`src/rtl/adc_pkg.sv`:
```
// Shared constants and FSM state type for the serial ADC capture block
// and the LED display stub.
package adc_pkg;
    localparam int ADC_RES    = 12;  // sample resolution
    localparam int FRAME_BITS = 16;  // SCLK periods per conversion frame
    localparam int LEAD_BITS  = 4;   // leading header bits, expected zero
    localparam int BIT_CNT_W  = 5;   // wide enough to hold FRAME_BITS

    typedef enum logic [1:0] {
        IDLE  = 2'd0,
        CONV  = 2'd1,
        DONE  = 2'd2,
        QUIET = 2'd3
    } adc_state_e;
endpackage

```
`src/rtl/adc_serial_capture_if.sv`:
```
// Three-wire serial ADC bus: chip select, serial clock, serial data.
interface adc_serial_capture_if;
    logic adc_cs_n;
    logic adc_sclk;
    logic adc_sdata;

    // Capture side drives select and clock, reads data.
    modport master (output adc_cs_n, output adc_sclk, input adc_sdata);
    // ADC side.
    modport slave  (input adc_cs_n, input adc_sclk, output adc_sdata);
endinterface

```
`src/rtl/adc_sclk_gen.sv`:
```
// SCLK generator: idles high while disabled, otherwise toggles every
// CLK_DIV cycles. rise/fall flag that the sclk flop changes on the next edge,
// so a consumer can act on the very edge where sclk goes 0->1.
module adc_sclk_gen #(
    parameter int CLK_DIV = 4
) (
    input  logic clk,
    input  logic rstn,
    input  logic en,
    output logic sclk,
    output logic rise,
    output logic fall
);
    logic [7:0] div_cnt_q, div_cnt_d;
    logic       sclk_q, sclk_d;
    logic       tc;

    assign tc   = (div_cnt_q == 8'(CLK_DIV - 1));
    assign sclk = sclk_q;

    // Half-period counter and level toggle; disabling clears the counter
    // so each frame starts with a full high phase.
    always_comb begin
        div_cnt_d = div_cnt_q;
        sclk_d    = sclk_q;
        rise      = 1'b0;
        fall      = 1'b0;
        if (!en) begin
            div_cnt_d = 8'd0;
            sclk_d    = 1'b1;
        end else if (tc) begin
            div_cnt_d = 8'd0;
            sclk_d    = ~sclk_q;
            rise      = ~sclk_q;
            fall      = sclk_q;
        end else begin
            div_cnt_d = div_cnt_q + 8'd1;
        end
    end

    // State register.
    always_ff @(posedge clk or negedge rstn) begin
        if (!rstn) begin
            div_cnt_q <= 8'd0;
            sclk_q    <= 1'b1;
        end else begin
            div_cnt_q <= div_cnt_d;
            sclk_q    <= sclk_d;
        end
    end
endmodule

```
`src/rtl/adc_serial_capture.sv`:
```
// Serial ADC frame capture: 16 SCLK periods per frame (CPOL=1, sample on
// the rising SCLK edge), 12-bit result with a 4-bit zero header check,
// followed by a quiet gap with chip select high.
module adc_serial_capture
    import adc_pkg::*;
#(
    parameter int CLK_DIV      = 4,
    parameter int QUIET_CYCLES = 8,
    parameter int FREE_RUN     = 0
) (
    input  logic                 clk,
    input  logic                 rstn,
    input  logic                 start,
    adc_serial_capture_if.master adc,
    output logic [ADC_RES-1:0]   data,
    output logic                 data_valid,
    output logic                 frame_err,
    output logic                 busy
);
    localparam logic AUTO_START = (FREE_RUN != 0);

    adc_state_e                state_q, state_d;
    logic [BIT_CNT_W-1:0]      bit_cnt_q, bit_cnt_d;
    logic [FRAME_BITS-1:0]     shift_q, shift_d;
    logic [7:0]                quiet_cnt_q, quiet_cnt_d;
    logic                      cs_n_q, cs_n_d;
    logic [ADC_RES-1:0]        data_q, data_d;
    logic                      data_valid_q, data_valid_d;
    logic                      frame_err_q, frame_err_d;
    logic                      sclk_en, sclk, sclk_rise, sclk_fall;

    // SCLK runs only while bits remain; after the 16th rise it parks high.
    assign sclk_en = (state_q == CONV) && (bit_cnt_q != BIT_CNT_W'(FRAME_BITS));

    adc_sclk_gen #(.CLK_DIV(CLK_DIV)) u_sclk_gen (
        .clk  (clk),
        .rstn (rstn),
        .en   (sclk_en),
        .sclk (sclk),
        .rise (sclk_rise),
        .fall (sclk_fall)
    );

    assign adc.adc_cs_n = cs_n_q;
    assign adc.adc_sclk = sclk;
    assign data         = data_q;
    assign data_valid   = data_valid_q;
    assign frame_err    = frame_err_q;
    assign busy         = (state_q != IDLE);

    // Next-state, shift register, counters and output register updates.
    always_comb begin
        state_d      = state_q;
        bit_cnt_d    = bit_cnt_q;
        shift_d      = shift_q;
        quiet_cnt_d  = quiet_cnt_q;
        cs_n_d       = cs_n_q;
        data_d       = data_q;
        data_valid_d = 1'b0;
        frame_err_d  = 1'b0;
        case (state_q)
            IDLE: begin
                if (start || AUTO_START) begin
                    state_d   = CONV;
                    cs_n_d    = 1'b0;
                    bit_cnt_d = '0;
                    shift_d   = '0;
                end
            end
            CONV: begin
                if (bit_cnt_q == BIT_CNT_W'(FRAME_BITS)) begin
                    state_d = DONE;
                end else if (sclk_rise) begin
                    shift_d   = {shift_q[FRAME_BITS-2:0], adc.adc_sdata};
                    bit_cnt_d = bit_cnt_q + 1'b1;
                    // Release chip select on the same edge as the last sample.
                    if (bit_cnt_q == BIT_CNT_W'(FRAME_BITS - 1)) begin
                        cs_n_d = 1'b1;
                    end
                end
            end
            DONE: begin
                data_d       = shift_q[ADC_RES-1:0];
                data_valid_d = 1'b1;
                frame_err_d  = |shift_q[FRAME_BITS-1 -: LEAD_BITS];
                quiet_cnt_d  = 8'd0;
                state_d      = QUIET;
            end
            QUIET: begin
                if (quiet_cnt_q == 8'(QUIET_CYCLES - 1)) begin
                    quiet_cnt_d = 8'd0;
                    state_d     = IDLE;
                end else begin
                    quiet_cnt_d = quiet_cnt_q + 8'd1;
                end
            end
            default: state_d = IDLE;
        endcase
    end

    // State register; reset aborts any frame in progress.
    always_ff @(posedge clk or negedge rstn) begin
        if (!rstn) begin
            state_q      <= IDLE;
            bit_cnt_q    <= '0;
            shift_q      <= '0;
            quiet_cnt_q  <= 8'd0;
            cs_n_q       <= 1'b1;
            data_q       <= '0;
            data_valid_q <= 1'b0;
            frame_err_q  <= 1'b0;
        end else begin
            state_q      <= state_d;
            bit_cnt_q    <= bit_cnt_d;
            shift_q      <= shift_d;
            quiet_cnt_q  <= quiet_cnt_d;
            cs_n_q       <= cs_n_d;
            data_q       <= data_d;
            data_valid_q <= data_valid_d;
            frame_err_q  <= frame_err_d;
        end
    end
endmodule
```
`src/flat_wrapper.sv`:
```
// flat-port wrapper written by rule: the top's interface ports become plain ports
module adc_serial_capture_flat import adc_pkg::*;
#(
    parameter int CLK_DIV      = 4,
    parameter int QUIET_CYCLES = 8,
    parameter int FREE_RUN     = 0
)
  (clk, rstn, start, data, data_valid, frame_err, busy, adc_adc_cs_n, adc_adc_sclk, adc_adc_sdata);
  adc_serial_capture_if adc_i ();
  input  logic clk;
  input  logic rstn;
  input  logic start;
  output logic [ADC_RES-1:0] data;
  output logic data_valid;
  output logic frame_err;
  output logic busy;
  output wire logic [$bits(adc_i.adc_cs_n)-1:0] adc_adc_cs_n;
  output wire logic [$bits(adc_i.adc_sclk)-1:0] adc_adc_sclk;
  input wire logic [$bits(adc_i.adc_sdata)-1:0] adc_adc_sdata;
  assign adc_adc_cs_n = adc_i.adc_cs_n;
  assign adc_adc_sclk = adc_i.adc_sclk;
  assign adc_i.adc_sdata = adc_adc_sdata;
  adc_serial_capture #(.CLK_DIV(CLK_DIV), .QUIET_CYCLES(QUIET_CYCLES), .FREE_RUN(FREE_RUN)) u_core (.clk(clk), .rstn(rstn), .start(start), .adc(adc_i), .data(data), .data_valid(data_valid), .frame_err(frame_err), .busy(busy));
endmodule
```
`config.mk`:
```
export PLATFORM = sky130hd
export DESIGN_NAME = adc_serial_capture_flat
export DESIGN_NICKNAME = d
export VERILOG_FILES = /design/src/rtl/adc_pkg.sv /design/src/rtl/adc_serial_capture_if.sv /design/src/rtl/adc_sclk_gen.sv /design/src/rtl/adc_serial_capture.sv /design/src/flat_wrapper.sv
export SDC_FILE = /design/constraint.sdc
export NUM_CORES = 1
export LEC_CHECK = 0
export BUFFER_PORTS_ARGS = -buffer_cell sky130_fd_sc_hd__buf_4
export CELL_PAD_IN_SITES_DETAIL_PLACEMENT = 0
export CELL_PAD_IN_SITES_GLOBAL_PLACEMENT = 1
export CORE_MARGIN = 8
export CORE_UTILIZATION = 41
export DETAILED_ROUTE_END_ITERATION = 6
export HOLD_SLACK_MARGIN = 0.03
export PLACE_DENSITY_LB_ADDON = 0.1
export SETUP_SLACK_MARGIN = 0.05
export SLEW_MARGIN = 20
export SYNTH_ARGS = -nofsm -noshare
export SYNTH_HDL_FRONTEND = slang
export SYNTH_SLANG_ARGS = --single-unit
```
`constraint.sdc`:
```
create_clock -name clk -period 4.3 [get_ports clk]
set_clock_uncertainty 0.1 [all_clocks]
set_input_delay 0.645 -clock clk [delete_from_list [all_inputs] [get_ports clk]]
set_output_delay 0.645 -clock clk [all_outputs]
set_load 0.01 [all_outputs]
```
==> results of run 1 <==
==> final cells by class <==
cell class | instances | area, µm²
multi-input combinational | 145 | 1062
clock buffer | 6 | 82.58
sequential | 55 | 1379
timing repair buffer | 20 | 150.1
inverter | 24 | 90.09
fill | 560 | 3113
tap | 75 | 93.84
clock inverter | 2 | 20.02
==> critical path, delay by kind of cell, from the launching register on <==
kind                     cells  cell delay, ns
multiplexers                 2            0.45
adder cells (fa/ha/maj)      1            0.24
flip-flops                   1            0.43
buffers and inverters        1            0.12
AND/OR/NAND/NOR              2            0.91
==> state kept, by name, summed over array words and instances, names as in the netlist, 2 cells and up <==
signal,flops
u_core.bit_cnt_q,5
u_core.u_sclk_gen.div_cnt_q,8
u_core.data,12
u_core.state_q,2
u_core.quiet_cnt_q,8
u_core.shift_q,16
==> final timing paths <==
path | depth (start not counted) | endpoint | slack (ns)
max in group asynchronous | 1 | u_core.shift_q[12]$_DFFE_PN0P_ | 3.37
setup reg to reg | 6 | u_core.shift_q[5]$_DFFE_PN0P_ | 1.98
setup / recovery | 6 | u_core.shift_q[5]$_DFFE_PN0P_ | 1.98
min in group clk | 1 | u_core.quiet_cnt_q[6]$_DFFE_PN0P_ | 0.41
hold / removal | 1 | u_core.bit_cnt_q[1]$_DFFE_PN0P_ | 0.28
hold reg to reg | 1 | u_core.quiet_cnt_q[6]$_DFFE_PN0P_ | 0.41
==> routing by layer <==
layer	GRT usage (%)	up-vias	wire length (µm)
met5	0	-	0
met4	4.291	0	59
met3	3.066	5	150
met2	16.16	23	1952
met1	15.53	785	2330
li1	-	814	-
==> placed cells by master (no fill, tap or decap), drive strengths merged <==
cell     n
nor2    11
nor3b    1
a21oi    4
a31oi    3
nor2b    2
ha      10
o21a     1
clkbuf   6
a211o    1
dfrtp   53
or4bb    1
a22o     1
mux2i   21
nand2b   1
and2     1
xor2     6
or2      1
mux2    15
or3      3
nand3    9
and3     7
a41oi    2
nand4b   1
dfstp    2
clkinv   1
o21ai    6
nor3     1
o31a     1
inv     25
nor4     1
buf     20
xnor2    1
nand4    1
or4      1
nand2   30
o41a     1
==> synth_stat cells <==
| cell type | count |
|---|---|
| nor4_1 | 1 |
| xor2_1 | 6 |
| o41a_1 | 1 |
| nor2_1 | 10 |
| nor2_4 | 1 |
| or2_2 | 1 |
| xnor2_1 | 1 |
| or4_1 | 1 |
| mux2_2 | 14 |
| nor3b_1 | 1 |
| a31oi_1 | 3 |
| dfrtp_1 | 53 |
| nand4_1 | 1 |
| nand4b_1 | 1 |
| nor2b_1 | 2 |
| ha_1 | 10 |
| a22o_1 | 1 |
| nand2b_1 | 1 |
| inv_1 | 24 |
| a211o_1 | 1 |
| a21oi_1 | 4 |
| o21ai_0 | 6 |
| or4bb_1 | 1 |
| nand2_1 | 30 |
| nand3_1 | 9 |
| buf_1 | 1 |
| mux2i_1 | 21 |
| o31a_4 | 1 |
| dfstp_2 | 2 |
| and3_1 | 7 |
| and2_1 | 1 |
| clkbuf_1 | 5 |
| or3_1 | 3 |
| nor3_1 | 1 |
| buf_4 | 1 |
| o21a_1 | 1 |
| mux2_4 | 1 |
| a41oi_1 | 2 |
==> cell families after synthesis <==
family          Yosys count  synth area share, %
buf+inv                  31                4.690
xor+xnor                  7                2.394
fa+ha+maj                10                4.885
compound gates           20                5.472
mux                      36                14.95
flops                    55                53.83
simple gates             72                13.78
==> power breakdown <==
group / internal (mW) / switching, mW / total (mW)
Sequential: 0.520 / 0.00236 / 0.522
Combinational: 0.00371 / 0.0125 / 0.0162
Clock: 0.136 / 0.185 / 0.321
==> impl_metrics.py, run 1 <==
metrics = {
    "timing": {
        "finalCritPeriodShare_pct": 53.95,
        "hold_slack_ns": 0.2782,
        "setup_tns_ns": 0,
        "rsz0062_at_grt": "no",
        "finalHoldViolations": 0,
        "slew_violations": 0,
        "fin_ws_ns": 1.980,
        "finalSetupViolCount": 0,
        "fmax_ghz": 0.4310,
        "min_period_ns": 2.320,
        "worstMarginPinSlew_ns": 0.8165,
        "relSlewSlack_pct": 45.57,
    },
    "layout": {
        "syn_to_final_growth_pct": 12.36,
        "layoutNonFillerInstCount": 327,
        "fin_area_um2": 2878,
        "antenna_cells": 0,
        "drive_above_1_share_pct": 19.05,
        "fin_nets": 265,
        "utilization_pct": 48.04,
    },
    "yosys": {
        "synth_seq_cells": 55,
        "synth_top_cell_area_share_pct": 51.78,
        "synth_top_cell_by_area": "dfrtp_1",
        "netlist_instances": 231,
        "synthesis.area_um2": 2561,
        "synth.area.top_cells": "dfrtp_1 (52%), mux2i_1 (8.2%), mux2_2 (6.2%)",
        "ys_warn_count": 0,
        "syn_area_per_cell_um2": 11.09,
        "synth_nets": 245,
        "synth.yosys.seq_area_share_pct": 53.83,
        "yosysUniqueCellTypes": 38,
    },
    "grt": {
        "grt_max_degree": 56,
        "grt_antenna_before_repair": 0,
        "grt_overflow_total": 0,
        "grt_pass1_wl_mm": 7.955,
        "grt_pass1_vias": 1613,
        "grt_usage_pct": 11.19,
    },
    "placement": {
        "dp_cells": 319,
        "dpl.hpwl_mm": 2.927,
        "port-buffer-count": 20,
        "dpl_cell_area_um2": 2775,
        "place.gp.congestion": 0.7335,
        "pre_cts_slack_ns": 1.949,
    },
    "clocking": {
        "clock_sinks": 55,
        "post_cts_buffers": 0,
        "cts_buffers": 5,
        "clk_path_buf_depth": 2,
        "path_clk_slew_ns": 0.11,
        "cts_resized": 0,
        "h-tree-depth": 2,
        "postCtsHoldBufs": 0,
        "clk_latency_ns": 0.31,
        "cts_tree": "yes",
        "root_buffer": "clkbuf_8",
    },
    "floorplanning": {
        "coreArea_um2": 5991,
        "die_area_um2": 9032,
        "start_util_pct": 42.75,
        "die_y_um": 95.04,
        "std_cell_rows": 28,
        "die_x_um": 95.04,
        "pin_count": 21,
    },
    "setup_path": {
        "r2r-start": "u_core.state_q[1]$_DFFE_PN0P_",
        "crit_arrival_ns": 2.46,
        "required_ns": 4.44,
        "path_cells": "inv_1 -> ha_1 -> mux2_2 -> nand4b_1 -> nor2_4 -> mux2i_1",
        "cp_slowest_cell": "nor2_4",
        "critPathCaptureType": "flip-flop",
        "cp_max_fo": 19,
        "crit_type": "flip-flop to flip-flop",
        "critical_path.startpoint": "u_core.state_q[1]$_DFFE_PN0P_",
        "slowest_delay_ns": 0.65,
        "worstSetupStartpointType": "flip-flop",
    },
    "run": {
        "cap_violations": 0,
    },
    "power_and_ir_drop": {
        "power_density_nw_per_um2": 298.7,
        "p_total_uw": 859.6,
        "p_leak_nw": 1.392,
        "vdd_drop_max_mv": 0.2056,
    },
    "route": {
        "drtPass1Iterations": 4,
        "route.detailed.drc": 0,
        "wl_per_cell_um": 13.74,
        "drtAntennaViolNets": 0,
        "drt-vias-per-instance": 4.976,
        "wl_mm": 4.493,
        "num_vias": 1627,
        "dr.first_iter.drc_count": 52,
    },
    "hold_path": {
        "holdCritPathClass": "primary input to asynchronous set/reset pin",
    },
    "status": {
        "outcome": "completed",
    },
}
(Power assumes the default switching activity.)
==> inputs of run 2 (changes only) <==
==> constraint.sdc (replaced) <==
create_clock -name clk -period 2.15 [get_ports clk]
set_clock_uncertainty 0.1 [all_clocks]
set_input_delay 0.3225 -clock clk [delete_from_list [all_inputs] [get_ports clk]]
set_output_delay 0.3225 -clock clk [all_outputs]
set_load 0.01 [all_outputs]
==> run 2 against run 1 <==
Net effect: die area unchanged; global-route usage increased by 0.17 points; maximum frequency increased by 13%; largest cell class unchanged; worst hold slack got worse by 0.12 ns; combinational power increased by 110%; via count increased by 2.6%; clock-buffer cell count unchanged; critical endpoint is now u_core.state_q[1]$_DFFE_PN0P_.
==> impl_metrics.py, run 2 (synthesis results as in run 1) <==
metrics = {
    "hold_path": {
        "holdPathStages": 3,
        "hold_start": "adc_adc_sdata",
        "holdCritPathClass": "primary input to flip-flop",
        "hold_end": "u_core.shift_q[0]$_DFFE_PN0P_",
    },
    "grt": {
        "grt_max_degree": 56,
        "grt_overflow_total": 0,
        "grt_antenna_before_repair": 0,
        "grt_pass1_wl_mm": 8.162,
        "grt_pass1_vias": 1743,
        "grt_usage_pct": 11.36,
    },
    "timing": {
        "relSlewSlack_pct": 53.38,
        "min_period_ns": 2.045,
        "worstMarginPinSlew_ns": 0.6993,
        "fmax_ghz": 0.4891,
        "finalSetupViolCount": 0,
        "rsz0062_at_grt": "no",
        "finalHoldViolations": 0,
        "setup_tns_ns": 0,
        "finalCritPeriodShare_pct": 95.10,
        "slew_violations": 0,
    },
    "setup_path": {
        "crit_arrival_ns": 2.13,
        "reg2reg_to": "u_core.state_q[1]$_DFFE_PN0P_",
        "path_cells": "or4_1 -> o31a_4 -> a211o_1 -> mux2_4",
        "slowest_delay_ns": 0.55,
        "worstSetupStartpointType": "flip-flop",
        "required_ns": 2.23,
        "r2r-start": "u_core.quiet_cnt_q[5]$_DFFE_PN0P_",
        "cp_max_fo": 2,
        "rr_worst_depth": 4,
        "ff2ff_setup_slack_ns": 0.11,
        "critPathCaptureType": "flip-flop",
        "cp_slowest_cell": "or4_1",
        "crit_type": "flip-flop to flip-flop",
    },
    "floorplanning": {
        "std_cell_rows": 28,
        "die_area_um2": 9032,
        "pin_count": 21,
        "die_y_um": 95.04,
        "coreArea_um2": 5991,
        "start_util_pct": 42.75,
        "die_x_um": 95.04,
    },
    "route": {
        "num_vias": 1670,
        "drt-vias-per-instance": 4.883,
        "wl_mm": 4.532,
        "dr.first_iter.drc_count": 76,
        "route.detailed.drc": 0,
        "drtAntennaViolNets": 0,
        "wl_per_cell_um": 13.25,
        "drtPass1Iterations": 4,
    },
    "clocking": {
        "cts_tree": "yes",
        "cts_buffers": 5,
        "clk_path_buf_depth": 2,
        "clock_sinks": 55,
        "root_buffer": "clkbuf_8",
        "h-tree-depth": 2,
        "clk_latency_ns": 0.30,
        "path_clk_slew_ns": 0.10,
    },
    "layout": {
        "drive_above_1_share_pct": 23.60,
        "mostFrequentLayoutCells": "dfrtp_1 (53), buf_4 (34), nand2_1 (30)",
        "syn_to_final_growth_pct": 17.29,
        "regMostFlops": "u_core.shift_q",
        "layoutNonFillerInstCount": 342,
        "antenna_cells": 0,
        "final_common_cell": "dfrtp_1",
        "fin_nets": 281,
        "largest_reg_flops": 16,
    },
    "power_and_ir_drop": {
        "power_density_nw_per_um2": 553.7,
        "p_leak_nw": 1.473,
        "p_total_mw": 1.663,
        "vdd_drop_max_mv": 0.2940,
    },
    "run": {
        "cap_violations": 0,
    },
    "placement": {
        "dp_cells": 331,
        "dpl.hpwl_mm": 3.115,
        "port-buffer-count": 20,
        "place.gp.congestion": 0.7494,
    },
    "status": {
        "outcome": "completed",
    },
}
## run 2: cell count changes in the layout (fill, tap and decap cells not counted), sizes merged
cell	previous run	this run
buf	20	35
clkinv	1	0
dlygate4sd3	0	1
## run 2: worst max-delay path by stage
stage / cells after the start / end / from / slack, ns
after floorplan: 6 / u_core.state_q[1]$_DFFE_PN0P_ / u_core.bit_cnt_q[0]$_DFFE_PN0P_ / 0.11
after global placement: 6 / u_core.bit_cnt_q[2]$_DFFE_PN0P_ / u_core.state_q[1]$_DFFE_PN0P_ / 0.12
after detailed placement: 6 / u_core.bit_cnt_q[2]$_DFFE_PN0P_ / u_core.state_q[1]$_DFFE_PN0P_ / 0.1
after CTS: 6 / u_core.bit_cnt_q[2]$_DFFE_PN0P_ / u_core.state_q[1]$_DFFE_PN0P_ / 0.08
after global routing: 4 / u_core.state_q[1]$_DFFE_PN0P_ / u_core.quiet_cnt_q[5]$_DFFE_PN0P_ / 0.06
final: 4 / u_core.state_q[1]$_DFFE_PN0P_ / u_core.quiet_cnt_q[5]$_DFFE_PN0P_ / 0.11
## run 2: where the power goes
group	internal, mW	switching, mW	leakage (nW)
registers	1.04	0.00436	0.728
logic	0.00869	0.0252	0.697
clock network	0.260	0.326	0.0477
total	1.31	0.355	1.47
## run 2: timing repair
action / CTS / global route
buffers inserted: 0 / 3
hold endpoints to repair: 53 / 0
hold buffers: 1 / 0
resized for setup: 0 / 1
endpoints found under the setup margin: 0 / 22
## run 2: layer usage
metal,share of wire (%),track usage [%],vias to the layer above
met3,3.1,2.909,4
met4,0.90,3.511,0
met5,0,0,-
met1,51,14.99,799
li1,-,-,844
met2,45,17.90,23
## run 2: stage by stage
step / cell area [µm²] / setup WS, ns / hold slack (ns) / util, %
6_report: 3004 / 0.1053 / 0.1578 / 50.15
5_1_grt: 3004 / 0.05947 / 0.1711 / 50.15
4_1_cts: 2979 / 0.08306 / 0.1502 / 49.73
3_5_place_dp: 2878 / 0.09713 / 0.3206 / 48.04
3_3_place_gp: 2878 / 0.1224 / 0.3260 / 48.04
2_1_floorplan: 2561 / 0.1107 / -0.07309 / -
## run 2: critical path: cells and delay by family, from the launching register on
family | cells | cell delay, ns
AND/OR/NAND/NOR | 1 | 0.55
flip-flops | 1 | 0.38
AO/OA/AOI/OAI | 2 | 0.61
multiplexers | 1 | 0.30
## run 2: area by class of cell
| type | instances | area, µm² |
|---|---|---|
| fill | 569 | 2987 |
| sequential | 55 | 1379 |
| multi-input combinational | 145 | 1065 |
| timing repair buffer | 36 | 285.3 |
| tap | 75 | 93.84 |
| inverter | 24 | 90.09 |
| clock buffer | 6 | 82.58 |
| clock inverter | 1 | 8.758 |
